--- config.mk ---
export PLATFORM = sky130hd
export DESIGN_NAME = gray_conv_arbiter
export DESIGN_NICKNAME = d
export VERILOG_FILES = /design/src/rtl/gray_pkg.sv /design/src/rtl/gray_conv_arbiter_bin2gray_w.sv /design/src/rtl/gray_conv_arbiter.sv
export SDC_FILE = /design/constraint.sdc
export NUM_CORES = 1
export LEC_CHECK = 0
export BUFFER_PORTS_ARGS = -buffer_cell sky130_fd_sc_hd__buf_2
export CORE_AREA = 4 4 41 43
export CTS_CLUSTER_SIZE = 24
export DETAILED_ROUTE_END_ITERATION = 10
export DIE_AREA = 0 0 45 47
export PLACE_DENSITY_LB_ADDON = 0.25
export SYNTH_ARGS = -nofsm -noshare
export SYNTH_HDL_FRONTEND = slang
export SYNTH_SLANG_ARGS = --single-unit
--- constraint.sdc ---
create_clock -name i_clk -period 1.95 [get_ports i_clk]
set_clock_uncertainty 0.15 [all_clocks]
set_input_delay 0.195 -clock i_clk [delete_from_list [all_inputs] [get_ports i_clk]]
set_output_delay 0.195 -clock i_clk [all_outputs]
set_load 0.01 [all_outputs]
--- src/rtl/gray_pkg.sv ---
// Shared definitions for the Gray-code conversion blocks: default width,
// arbiter FSM state type and a fixed-width binary-to-Gray helper.
package gray_pkg;

    localparam int W_DEFAULT = 3;

    typedef enum logic {
        EMPTY = 1'b0,
        FULL  = 1'b1
    } state_t;

    function automatic logic [W_DEFAULT-1:0] bin2gray(input logic [W_DEFAULT-1:0] i_bin);
        return i_bin ^ (i_bin >> 1);
    endfunction

endpackage

--- src/rtl/gray_conv_arbiter_bin2gray_w.sv ---
// Parameterized combinational binary-to-Gray converter.
module bin2gray_w #(
    parameter int W = 3
) (
    input  logic [W-1:0] i_bin,
    output logic [W-1:0] o_gray
);

    assign o_gray[W-1] = i_bin[W-1];

    for (genvar g = 0; g < W-1; g++) begin : g_bit
        assign o_gray[g] = i_bin[g+1] ^ i_bin[g];
    end

endmodule

--- src/rtl/gray_conv_arbiter.sv ---
// Two-requester round-robin arbiter feeding one shared binary-to-Gray
// converter, with a single registered result slot on a valid/ready output.
module gray_conv_arbiter
    import gray_pkg::*;
#(
    parameter int W = W_DEFAULT
) (
    input  logic         i_clk,
    input  logic         i_rst,
    input  logic [1:0]   i_req_valid,
    input  logic [W-1:0] i_req_data0,
    input  logic [W-1:0] i_req_data1,
    output logic [1:0]   o_req_ready,
    output logic         o_resp_valid,
    output logic [W-1:0] o_resp_gray,
    output logic         o_resp_id,
    input  logic         i_resp_ready
);

    state_t       r_state;
    state_t       w_state_nxt;
    logic [W-1:0] r_gray;
    logic         r_id;
    logic         r_last_id;

    logic         w_can_accept;
    logic         w_winner;
    logic         w_grant;
    logic [W-1:0] w_operand;
    logic [W-1:0] w_gray;

    assign w_can_accept = (r_state == EMPTY) || i_resp_ready;

    // On a tie the requester that did not win last time goes first.
    assign w_winner  = (&i_req_valid) ? ~r_last_id : i_req_valid[1];
    assign w_grant   = w_can_accept && (|i_req_valid);
    assign w_operand = w_winner ? i_req_data1 : i_req_data0;

    bin2gray_w #(
        .W (W)
    ) u_bin2gray (
        .i_bin  (w_operand),
        .o_gray (w_gray)
    );

    always_comb begin
        w_state_nxt = r_state;
        o_req_ready = 2'b00;
        if (w_grant) begin
            o_req_ready[w_winner] = 1'b1;
        end
        case (r_state)
            EMPTY: begin
                if (w_grant) begin
                    w_state_nxt = FULL;
                end
            end
            FULL: begin
                if (i_resp_ready && !w_grant) begin
                    w_state_nxt = EMPTY;
                end
            end
            default: w_state_nxt = EMPTY;
        endcase
    end

    always_ff @(posedge i_clk or posedge i_rst) begin
        if (i_rst) begin
            r_state   <= EMPTY;
            r_gray    <= '0;
            r_id      <= 1'b0;
            r_last_id <= 1'b1;
        end else begin
            r_state <= w_state_nxt;
            if (w_grant) begin
                r_gray    <= w_gray;
                r_id      <= w_winner;
                r_last_id <= w_winner;
            end
        end
    end

    assign o_resp_valid = (r_state == FULL);
    assign o_resp_gray  = r_gray;
    assign o_resp_id    = r_id;

endmodule

==> results of run 1 <==
area by class of cell:
cell class	count	area [um2]
well taps	15	18.8
inverters	1	3.75
multi-input cells	20	171
fillers	142	835
repair buffers	18	95.1
flip-flops and latches	6	151
clock buffers	4	26.3
cells by family (layout without fill, tap and decap cells):
logic type	count (synthesis)	count (layout)	share of synthesized area
mux	6	6	0.211
flops	6	6	0.464
compound gates	5	5	0.130
simple gates	5	5	0.0766
xor+xnor	4	4	0.107
buf+inv	1	23	0.0115
sequential cells by signal (all words and copies together), names as in the netlist:
signal,count
o_resp_gray,3
o_resp_id,1
o_resp_valid,1
r_last_id,1
metrics by stage:
step                total power [uW]  hold slack, ns  utilization  std cells
floorplan                        230          -0.165            -         27
global placement                 273         -0.0268        0.331         59
detailed placement               274         -0.0288        0.331         59
CTS                              410          0.0176        0.359         64
global route                     432          0.0430        0.359         64
finish                           400          0.0215        0.359         64
power groups by stage:
stage | Sequential [uW] | Clock, uW | Combinational [uW]
floorplan | 176 | 0 | 54.6
global placement | 166 | 0 | 107
detailed placement | 167 | 0 | 107
CTS | 166 | 134 | 110
global route | 169 | 143 | 119
finish | 165 | 128 | 106
per-layer routing:
| layer | up-vias | routed length, um |
|---|---|---|
| li1 | 135 | - |
| met1 | 115 | 281 |
| met2 | 18 | 276 |
| met3 | 3 | 112 |
| met4 | 0 | 12 |
| met5 | - | 0 |
synthesized netlist by cell type (all sizes together):
| master | n | area share |
|---|---|---|
| nand2b | 1 | 0.019 |
| o21ai | 1 | 0.015 |
| nor2 | 2 | 0.023 |
| inv | 1 | 0.011 |
| a21boi | 1 | 0.057 |
| and2 | 1 | 0.023 |
| dfstp | 1 | 0.080 |
| mux2 | 4 | 0.15 |
| a21o | 1 | 0.023 |
| nand2 | 1 | 0.011 |
| a21oi | 1 | 0.015 |
| xnor2 | 4 | 0.11 |
| dfrtp | 5 | 0.38 |
| mux2i | 2 | 0.061 |
| a31oi | 1 | 0.019 |
repair_timing:
action                                 CTS  global route
endpoints found under the hold margin    6             0
hold buffers                             1             0
buffers inserted                         0             0
setup endpoints to repair                0             0
path summary, 6_finish.rpt:
| path | cells past startpoint | to | start |
|---|---|---|---|
| worst max register to register | 3 | o_resp_gray[2] | r_last_id |
| min in group asynchronous | 3 | o_resp_gray[1] | i_rst |
| worst min-delay path | 2 | r_last_id | i_req_valid[0] |
| worst min register to register | 1 | o_resp_id | o_resp_id |
| max in group asynchronous | 3 | r_last_id | i_rst |
| worst max-delay path | 3 | o_req_ready[1] | r_last_id |
==> run_results.csv, run 1 <==
group,metric,value,unit
run_status,status,"complete, no violations",
clock_tree,cts_tree,"yes",
sta,setup_tns,0,ns
run,max-cap-violations,0,
global_routing,overflow,0,
clock_tree,cts.htree.levels,1,
setup_path,crit_path_start_kind,"flip-flop",
layout,antenna_cells,0,
route,routed_wl,682,um
setup_path,critical_path_class,"reg -> out",
global_routing,grt_pass1_vias,272,
route,vias,271,
route,via_per_inst,4.23,
setup_path,crit_buf_inv,1,
global_routing,grt.met1_usage,0.0851,
layout,nets,61,
setup_path,worstPathRequired,1.60,ns
synthesis,yosysUniqueCellTypes,16,
die,row_count,13,
setup_path,critical_path.slowest_cell,"dfstp_2",
synthesis,yosys_warnings,0,
route,wl_per_cell,10.7,um
layout,area_growth,42.9,%
placement,postPlaceCellArea,430,um2
synthesis,ys_seq_elements,6,
route,drc,0,
layout,final_cell_area,467,um2
sta,slew_headroom,0.734,
min_path,hp-class,"in -> reg",
global_routing,met2_usage,0.136,
setup_path,path_delay_family,"flip-flops",
setup_path,ff2ff_setup_slack,0.49,ns
setup_path,cp-end-kind,"output port",
die,die_x,45,um
power,switchingPower,113,uW
sta,rsz0062_at_grt,"false",
placement,port_buffers,17,
sta,finalCriticalPeriod,1.55,ns
layout,layout_common_cells,"17 x buf_2, 5 x dfrtp_1, 4 x xnor2_1",
clock_tree,clk_pin_slew,0.05,ns
power,p_int,287,uW
power,p_leak,0.000230,uW
setup_path,cp.arrival,1.21,ns
global_routing,grt_pass1_wl,1200,um
global_routing,grt_busiest_layer,"met2",
power,pwr-share-comb,0.266,
sta,tightest_slew,0.397,ns
power,p_clk_frac,0.320,
power,sequentialPowerShare,0.413,
global_routing,antenna_found_initial,0,
power,p_per_area,857,nW/um2
synthesis,synth_area,327,um2
sta,hold_viol,0,
power,peakVddDrop,0.000328,V
clock_tree,clock-root-buffer,"clkbuf_4",
route,ant_nets,0,
synthesis,seq_area_frac_synth,0.464,
die,die_area,2120,um2
route,drt-pass1-iter-count,2,
power,switching_share,0.282,
setup_path,crit_chain,"a21boi_4 > and2_2 > buf_2",
setup_path,worstPathMaxFanout,5,
clock_tree,clkLatencyLatePin,0.25,ns
layout,layout_commonest_cell,"buf_2",
global_routing,grt_max_degree,7,
sta,slew_viol_final,0,
die,io_pins,18,
die,core,1300,um2
synthesis,syn_inst,27,
setup_path,critPathMaxStageDelay,0.56,ns
layout,drive_gt1_frac,0.551,
global_routing,use_met3,0.0613,
sta,worst_slack,0.398,ns
global_routing,gr-usage-all-layers,0.0849,
sta,setup_viol_count_final,0,
route,drt_iter0_drc,1,
clock_tree,cts.sinks,6,
synthesis,syn_avg_cell_area,12.1,um2
placement,place_ws,0.491,ns
sta,fmax,644,MHz
die,start_util,0.251,
placement,gp_congestion,0.688,
clock_tree,ctsResizeCount,0,
clock_tree,cts_made_buffers,3,
die,die_h,47,um
synthesis,syn_nets,38,
clock_tree,clockBufferDepth,2,
sta,fin_crit_sh,0.796,
No activity file was read; power rests on OpenSTA's default activity.
==> run 2: changes to the inputs <==
Settings changed: ABC_AREA from default to 1, CORE_AREA 4 4 41 43 to default, CORE_MARGIN from default to 4, CORE_UTILIZATION from default to 29, DIE_AREA 0 0 45 47 to default.
Clock period 1.95 ns to 1.4 ns, I/O delays scaled along.
==> run 2 against run 1 <==
Compared with the run above:
- the flow now finishes with violations (negative setup slack)
- non-clock buffer count is 8 higher
- sequential power rose by 32%
- via count grew 65%
- combinational power increased by 92%
- flip-flop and latch count is the same
- total power increased by 48%
- final cell count grew 58%
- routed wire length increased by 43%
- largest cell class unchanged
==> run_results.csv, run 2 <==
group,metric,value,unit
synthesis,synth_largest_area_cell,"dfrtp_1",
sta,fmax,703,MHz
sta,tightest_slew,0.229,ns
synthesis,ys_seq_elements,6,
placement,dp_cells,89,
min_path,hold_depth,3,
placement,gp_congestion,0.706,
synthesis,syn_avg_cell_area,7.24,um2
clock_tree,clk_pin_slew,0.04,ns
synthesis,synth_area_leaders,"dfrtp_1 30%, nand2_1 19%, nand3_1 7.3%",
setup_path,worstPathMaxFanout,3,
global_routing,antenna_found_initial,0,
sta,worst_slack,-0.0224,ns
sta,setup_tns,-0.0404,ns
synthesis,yosysMostFrequentCell,"nand2_1",
route,drc,0,
sta,fin_crit_sh,1.02,
layout,final_cell_count_no_fill,101,
die,start_util,0.313,
die,die_area,2090,um2
run_status,status,"finished with violations",
die,core,1320,um2
clock_tree,clockBufferDepth,2,
clock_tree,cts_tree,"yes",
route,drt-pass1-iter-count,3,
sta,setup_viol_count_final,2,
synthesis,synth_edf_count,0,
die,row_count,13,
layout,antenna_cells,0,
die,die_x,45.7,um
power,p_per_area,930,nW/um2
synthesis,syn_inst,57,
power,p_leak,0.000358,uW
synthesis,async_flop_share,1.00,
sta,rsz0062_at_grt,"true",
die,die_h,45.7,um
clock_tree,cts_made_buffers,3,
clock_tree,cts.sinks,6,
placement,place_ws,0.0881,ns
setup_path,crit_path_start_kind,"flip-flop",
setup_path,critical_path_class,"reg -> out",
route,ant_nets,0,
synthesis,synth_top_flop_cell,"dfrtp_1",
clock_tree,clkLatencyLatePin,0.23,ns
power,peakVddDrop,0.000694,V
power,power,591,uW
layout,layout_common_cells,"17 x nand2_1, 17 x buf_2, 8 x nand2_2",
global_routing,overflow,0,
synthesis,synthTopCellsByCount,"21 x nand2_1, 6 x inv_1, 6 x nand3_1",
global_routing,grt_pass1_vias,420,
placement,port_buffers,17,
route,vias,446,
synthesis,yosysUniqueCellTypes,17,
run_status,violations,"negative setup slack",
route,routed_wl,978,um
sta,slew_headroom,0.847,
synthesis,syn_nets,68,
sta,finalCriticalPeriod,1.42,ns
route,wl_per_cell,9.68,um
synthesis,yosys_warnings,0,
synthesis,synth_area,413,um2
clock_tree,clock-root-buffer,"clkbuf_4",
route,drt_iter0_drc,4,
setup_path,worstRegToRegCells,8,
layout,drive_gt1_frac,0.535,
global_routing,grt_pass1_wl,1650,um
setup_path,cp-end-kind,"output port",
global_routing,gr-usage-all-layers,0.114,
route,via_per_inst,4.42,
sta,hold_viol,0,
run,max-cap-violations,0,
layout,largest_reg_flops,3,
sta,slew_viol_final,0,
global_routing,grt_max_degree,8,
setup_path,cp.arrival,1.13,ns
layout,area_growth,53.9,%
synthesis,synth_top_area_share,0.303,
clock_tree,cts.htree.levels,1,
placement,dp_hpwl,742,um
layout,nets,98,
synthesis,seq_area_frac_synth,0.367,
setup_path,worstPathRequired,1.11,ns
min_path,hp-class,"in -> reg",
die,io_pins,18,
==> run 2: final timing paths <==
path                       slack (ns)              to            from
max in group asynchronous        0.64       r_last_id           i_rst
min in group asynchronous        0.19  o_resp_gray[1]           i_rst
setup reg to reg                 0.06  o_resp_gray[0]       r_last_id
setup / recovery                -0.02  o_req_ready[0]       r_last_id
hold / removal                   0.05    o_resp_valid  i_req_valid[0]
hold reg to reg                  0.31       o_resp_id       o_resp_id
==> run 2: repair_timing <==
action / CTS / global route
pin swaps: 4 / 5
gates resized for setup: 4 / 7
buffers inserted: 4 / 2
hold buffers: 2 / 0
hold endpoints to repair: 7 / 0
gates cloned: 0 / 0
endpoints found under the setup margin: 2 / 4
==> run 2: cells by family after synthesis <==
| group | after synthesis | share of synthesized area |
|---|---|---|
| AO/OA/AOI/OAI | 3 | 0.0363 |
| AND/OR/NAND/NOR | 39 | 0.497 |
| flip-flops | 6 | 0.367 |
| buffers and inverters | 9 | 0.100 |
==> run 2: power by group <==
part           leakage, uW  internal, uW  switching [uW]
Clock            0.0000150           108            63.8
Combinational     0.000275          93.6             109
Sequential       0.0000679           202            14.3
==> run 2: final cells by class <==
type                            count  area, um2
Sequential cell                     6        151
Inverter                            8       32.5
Timing Repair Buffer               26        165
Fill cell                         145        682
Tap cell                           15       18.8
Multi-Input combinational cell     42        241
Clock buffer                        4       26.3
==> run 2: through the flow <==
stage / util / hold WS (ns) / area (um2)
after floorplan: - / -0.220 / 413
after global placement: 0.389 / -0.0877 / 513
after detailed placement: 0.389 / -0.0858 / 513
after CTS: 0.454 / 0.0503 / 598
after global routing: 0.482 / 0.0826 / 636
final: 0.482 / 0.0520 / 636
==> run 2: layer usage <==
layer | up-vias | track usage | wire [um]
met4 | 0 | 0.0341 | 0
met2 | 10 | 0.181 | 514
met1 | 202 | 0.127 | 408
li1 | 234 | - | -
met3 | 0 | 0.0672 | 55
met5 | - | 0 | 0
==> run 2: worst max-delay path: stages, from the launching register on <==
cell and delay (ns):
dfstp_2 0.55, nand2_4 0.09, a21oi_2 0.13, buf_2 0.14
